--- src/rtl/vga_timing_pkg.sv ---
// vga_timing_pkg: 640x480@60 timing constants shared by the sync generator and renderers
package vga_timing_pkg;
  typedef logic [9:0] coord_t;
  localparam int H_DISP = 640, H_FP = 16, H_SYNC = 96, H_BP = 48;
  localparam int V_DISP = 480, V_FP = 10, V_SYNC = 2, V_BP = 33;
  localparam int H_TOTAL = H_DISP + H_FP + H_SYNC + H_BP;
  localparam int V_TOTAL = V_DISP + V_FP + V_SYNC + V_BP;
  localparam int H_SYNC_START = H_DISP + H_FP;
  localparam int H_SYNC_END = H_SYNC_START + H_SYNC - 1;
  localparam int V_SYNC_START = V_DISP + V_FP;
  localparam int V_SYNC_END = V_SYNC_START + V_SYNC - 1;
  function automatic coord_t wrap_inc(input coord_t q, input coord_t last);
    return (q == last) ? '0 : q + 10'd1;
  endfunction
endpackage

--- src/rtl/pixel_tick_gen.sv ---
// pixel_tick_gen: one-clk strobe every CLK_DIV clocks marking a pixel period
module pixel_tick_gen #(
  parameter int CLK_DIV = 4
) (
  input  logic clk,
  input  logic reset,
  output logic p_tick
);
  localparam int W = (CLK_DIV > 2) ? $clog2(CLK_DIV) : 1;
  localparam logic [W-1:0] LAST = W'(CLK_DIV - 1);
  logic [W-1:0] div_q;
  always_ff @(posedge clk or posedge reset)
    if (reset) div_q <= '0;
    else div_q <= (div_q == LAST) ? '0 : div_q + W'(1);
  assign p_tick = div_q == LAST;
endmodule

--- src/rtl/vga_sync_gen.sv ---
// vga_sync_gen: VGA pixel counters, syncs and visible-area flag, all registered or decoded from registers
module vga_sync_gen #(
  parameter int CLK_DIV = 4,
  parameter int H_DISP = vga_timing_pkg::H_DISP,
  parameter int H_FP = vga_timing_pkg::H_FP,
  parameter int H_SYNC = vga_timing_pkg::H_SYNC,
  parameter int H_BP = vga_timing_pkg::H_BP,
  parameter int V_DISP = vga_timing_pkg::V_DISP,
  parameter int V_FP = vga_timing_pkg::V_FP,
  parameter int V_SYNC = vga_timing_pkg::V_SYNC,
  parameter int V_BP = vga_timing_pkg::V_BP
) (
  input  logic       clk,
  input  logic       reset,
  output logic       p_tick,
  output logic [9:0] pixel_x,
  output logic [9:0] pixel_y,
  output logic       video_on,
  output logic       hsync,
  output logic       vsync,
  output logic       frame_tick
);
  import vga_timing_pkg::*;
  localparam coord_t H_LAST = coord_t'(H_DISP + H_FP + H_SYNC + H_BP - 1);
  localparam coord_t V_LAST = coord_t'(V_DISP + V_FP + V_SYNC + V_BP - 1);
  localparam coord_t H_VIS = coord_t'(H_DISP);
  localparam coord_t V_VIS = coord_t'(V_DISP);
  localparam coord_t HS_START = coord_t'(H_DISP + H_FP);
  localparam coord_t HS_END = coord_t'(H_DISP + H_FP + H_SYNC - 1);
  localparam coord_t VS_START = coord_t'(V_DISP + V_FP);
  localparam coord_t VS_END = coord_t'(V_DISP + V_FP + V_SYNC - 1);
  coord_t h_q, v_q, h_d, v_d;
  logic h_end;
  pixel_tick_gen #(.CLK_DIV(CLK_DIV)) u_tick (
    .clk(clk),
    .reset(reset),
    .p_tick(p_tick)
  );
  always_comb begin
    h_end = p_tick && (h_q == H_LAST);
    h_d = p_tick ? wrap_inc(h_q, H_LAST) : h_q;
    v_d = h_end ? wrap_inc(v_q, V_LAST) : v_q;
  end
  // syncs decode the next-state counters so they change on the same edge as pixel_x/pixel_y
  always_ff @(posedge clk or posedge reset)
    if (reset) begin
      h_q <= '0;
      v_q <= '0;
      hsync <= 1'b1;
      vsync <= 1'b1;
    end else begin
      h_q <= h_d;
      v_q <= v_d;
      hsync <= !(h_d >= HS_START && h_d <= HS_END);
      vsync <= !(v_d >= VS_START && v_d <= VS_END);
    end
  assign pixel_x = h_q;
  assign pixel_y = v_q;
  assign video_on = (h_q < H_VIS) && (v_q < V_VIS);
  assign frame_tick = h_end && (v_q == V_LAST);
endmodule

--- config.mk ---
export PLATFORM = sky130hd
export DESIGN_NAME = vga_sync_gen
export DESIGN_NICKNAME = d
export VERILOG_FILES = /design/src/rtl/vga_timing_pkg.sv /design/src/rtl/pixel_tick_gen.sv /design/src/rtl/vga_sync_gen.sv
export SDC_FILE = /design/constraint.sdc
export NUM_CORES = 1
export LEC_CHECK = 0
export CORE_MARGIN = 8
export CORE_UTILIZATION = 54
export DETAILED_ROUTE_END_ITERATION = 10
export PLACE_DENSITY = 0.83
export SLEW_MARGIN = 20
export SYNTH_ARGS = -nofsm -noshare
export SYNTH_HDL_FRONTEND = slang
export SYNTH_SLANG_ARGS = --single-unit
--- constraint.sdc ---
create_clock -name clk -period 4.7 [get_ports clk]
set_input_delay 1.41 -clock clk [delete_from_list [all_inputs] [get_ports clk]]
set_output_delay 1.41 -clock clk [all_outputs]
set_load 0.01 [all_outputs]
# Yosys cells after proc, flatten, opt, wreduce, memory -nomap -nowiden
# Cells that the tools add are included.
dict set report word_totals {
  n_memories 0
  ramBits 0
  rom_bits 0
  input_bits 2
  latch_bits 0
  word_cells 29
  reg_bits 24
}
dict set report op_classes {
  n_lt_le_gt_ge 6
  multipliers 0
  n_bitwise 0
  n_mux 5
  add_sub_neg 3
  n_shift 0
  reduce_logical 7
  n_div 0
  n_eq_ne 3
}
# operator count
set op_table {}
lappend op_table {{$mux W10} 4}
lappend op_table {{$add A10 B1 Y10 const B} 2}
lappend op_table {{$eq A10 B10 Y1 const B} 2}
lappend op_table {{$ge A10 B10 Y1 const B} 1}
lappend op_table {{$ge A10 B9 Y1 const B} 1}
lappend op_table {{$le A10 B10 Y1 const B} 1}
lappend op_table {{$le A10 B9 Y1 const B} 1}
lappend op_table {{$lt A10 B10 Y1 const B} 1}
lappend op_table {{$lt A10 B9 Y1 const B} 1}
lappend op_table {{$logic_and A1 B1 Y1} 5}
lappend op_table {{$add A2 B1 Y2 const B} 1}
lappend op_table {{$eq A2 B2 Y1 const B} 1}
lappend op_table {{$logic_not A1 Y1} 2}
lappend op_table {{$mux W2} 1}

# Longest topological paths before layout
dict set report depth {
  depth_word 6
  depth_mapped 9
  mapped_depth_nobuf 7
}

# Hierarchy
# A second synthesis with hierarchy kept.
dict set report unflattened {
  cells_unflattened 141
  area_unflattened_um2 1368.8
}
# mod seq_area_each_um2 n_inst area_per_inst_um2 cells_per_inst
set modules_own_cells {}
lappend modules_own_cells {vga_sync_gen 553.0 1 1298.7 136}
lappend modules_own_cells {pixel_tick_gen 50.0 1 70.1 5}

# Worst setup path before layout
# No wires, ideal clock.
dict set report synth_timing {
  kind {reg-to-output}
  startpoint {register v_q[0], in the netlist pixel_y[0]}
  endpoint {output port frame_tick}
  slack_ns 1.811
  t_required_ns 3.290
  stages_incl_launch_ff 6
  arrival_time_ns 1.479
  path_cell_list {dfrtp_1 > inv_1 > ha_1 > nand4_1 > or4_1 > nor2_1}
}
dict set report synth_via {
  elab_chain_cells 2
}
# element line
set synth_rtl {}
lappend synth_rtl {{from (decl)} vga_sync_gen.sv:32} ;# coord_t h_q, v_q, h_d, v_d;
lappend synth_rtl {{from (signal assigned)} vga_sync_gen.sv:53} ;# v_q <= v_d;
lappend synth_rtl {{$eq A10 B10 Y1} vga_sync_gen.sv:60} ;# assign frame_tick = h_end && (v_q == V_LAST);
lappend synth_rtl {{$logic_and A1 B1 Y1} vga_sync_gen.sv:60}
lappend synth_rtl {{to (decl)} vga_sync_gen.sv:21} ;# output logic frame_tick
# Every way passes these cells.

# Worst setup path after layout
# Ends and elaborated chain as after synthesis.

==> run summary <==
Setup crit end - frame_tick
Die W - 65.42 um
Starting Density - 55.24%
Worst slew margin - 39.29%
Reg2Reg Depth - 6
Finished Core Util - 67.24%
Vias/cell - 5.760
Tot GR Track Use - 15.04%
WL met3 - 179 um
WL met1 - 1373 um
Yosys cell types - 36
antenna violations before repair - 0
Arr. time, crit path - 2320 ps
top cells by count, synth - dfrtp_1, nand2_1, nor2_1
Peak VDD IR - 0.2079 mV
Max FO, Critical Path - 8
Post-Syn Nets - 145
kind of cell adding the most delay to the critical path - simple AND/OR/NAND/NOR gates
drt pass-1 iters - 4
initial DRC count - 54
Die ar. - 0.004280 sq mm
setup slack after placement - 1324 ps
critical path type - register to output port
CP Cell Sequence - inv_1, ha_1, nand4_1, or4_1, nor2_1, clkdlybuf4s50_1
FMAX - 268.0 MHz
fin crit share - 79.39%
Routed met2 length - 1439 um
RR Startpoint - u_tick.div_q[0]
Main synth FF type - dfrtp_1
Worst Path Required - 3290 ps
clk_skew - 7.558 ps
GR Overflow Total - 0
Final Hold Fails - 0
final WL - 3045 um
minimum clock period - 3731 ps
P&R area growth vs syn - 21.73%
CTS Buffer Depth - 2
CTS root buffer - clkbuf_4
worst slew pin tran - 909.6 ps
Max Cap Viol - 0
number of buffers added for setup after CTS - 0
largest net degree at the start of global routing - 25
Die H - 65.42 um
CTS tree - built
vias in the first global route - 1038
top cells by area, synth - dfrtp_1, nand2_1, xnor2_1
setup_tns - 0 ps
gpl congestion - 0.9576
DP Wirelength - 2252 um
Layout Nets - 170
Hold Crit Class - register to register
via count - 1106
Wirelength per Cell - 15.86 um
CP Buf/Inv Count - 2
clock-pin slew on the worst setup and hold paths - 130 ps
flops & latches, synth - 24
register area share after synthesis - 45.73%
EDFF count, synth - 0
crit path from - pixel_y[0]
FP Rows - 18
share of cells above drive strength 1 - 6.173%
total CTS buffers - 3
Post-CTS Resized - 0
global-route wire length before repair - 5119 um
antenna diode count - 0
Skew-Pair Late Insertion Delay - 310 ps
Leak - 0.6639 nW
CTS Sinks - 24
# IOs - 27
top-count cell post-synth - dfrtp_1
WP depth - 6
remaining antenna violation count - 0
final max-slew violation count - 0
CP max stage delay - 540 ps
PwrDens - 187.4 mW/mm^2
yosys warns - 0
H-Tree Depth - 1
Setup violations, final - 0
Critical R2R Capture - hsync
status - finished clean
slowest CP cell - or4_1
Residual DRC - 0
crit end category - output port
top sig layer - met4
Synth top area share - 41.75%
worst setup margin - 968.8 ps
CP Launch Type - register
# hold bufs at CTS - 0
RSZ-0062 raised after global routing - no
ys async rst share - 100.0%
Reg2Reg Setup Slack - 2680 ps
port bufs - 26
largest area contributor in the netlist - dfrtp_1
synthesized area - 0.001319 sq mm
core area - 0.002387 sq mm
Avg Cell Area, Syn - 9.488 sq um
Syn Inst Count - 139
flip-flops by register name, indices dropped and copies added (netlist names):
name	flops
pixel_y	10
vsync	1
u_tick.div_q	2
pixel_x	10
hsync	1
worst reg2reg max path, stage by stage (launching register included):
cell and delay, ps:
dfrtp_1 370, ha_1 310, and3_4 270, and4_2 440, a21oi_1 110, or3_1 360, nand4_1 100
through the flow:
step | hold WS, ps | power (W) | instance area (sq um) | std cells
2_1_floorplan | 408.6 | 0.0002135 | 1319 | 139
3_3_place_gp | 419.8 | 0.0002154 | 1583 | 189
3_5_place_dp | 426.8 | 0.0002154 | 1583 | 189
4_1_cts | 444.3 | 0.0003040 | 1605 | 192
5_1_grt | 466.5 | 0.0003147 | 1605 | 192
6_report | 439.5 | 0.0003008 | 1605 | 192
where the power goes:
group	internal, W	switching [W]
sequential	0.000207	0
clock	0.0000300	0.0000595
combinational	0.000000765	0.00000395
total	0.000237	0.0000635
cells in the final DEF, fill, tap and decap left out, drive strengths merged, types with 3 or more instances in the layout:
cell           Yosys  routed
nor3               6       6
a21oi              4       4
clkdlybuf4s50      0      26
inv                6       6
clkbuf             1       3
o21ai             10      10
or3                3       3
nor2              14      14
nand2             17      17
nand3              4       4
dfrtp             22      22
xor2               5       5
xnor2              7       7
ha                 4       4
nand4              8       8
routing by layer:
metal | global-route usage (%) | vias to the layer above
met4 | 5.722 | 0
met1 | 19.22 | 535
met2 | 23.25 | 23
li1 | - | 541
met3 | 4.592 | 7
met5 | 0 | -
final cells by class:
class	count	area (sq um)
Clock buffer	3	22.52
Fill cell	208	782.0
Timing Repair Buffer	26	260.3
Sequential cell	24	603.1
Multi-Input combinational cell	103	659.4
Tap cell	30	37.54
Inverter	6	22.52
cells by family after synthesis:
group           count (synthesis)  share of synthesized area (%)
flops                          24                          45.73
mux                             2                          1.518
buf+inv                        12                          4.268
fa+ha+maj                       4                          3.795
compound gates                 21                          9.299
xor+xnor                       12                          7.970
simple gates                   64                          27.42
worst min-delay path by stage:
stage               slack [ps]               to  cells after the start            start
finish                     440  u_tick.div_q[0]                      1  u_tick.div_q[0]
global route               470  u_tick.div_q[0]                      1  u_tick.div_q[0]
CTS                        440  u_tick.div_q[0]                      1  u_tick.div_q[0]
detailed placement         430  u_tick.div_q[0]                      1  u_tick.div_q[0]
global placement           420  u_tick.div_q[0]                      1  u_tick.div_q[0]
floorplan                  410  u_tick.div_q[0]                      1  u_tick.div_q[0]
Note: power is estimated with default switching activity, not from simulation.
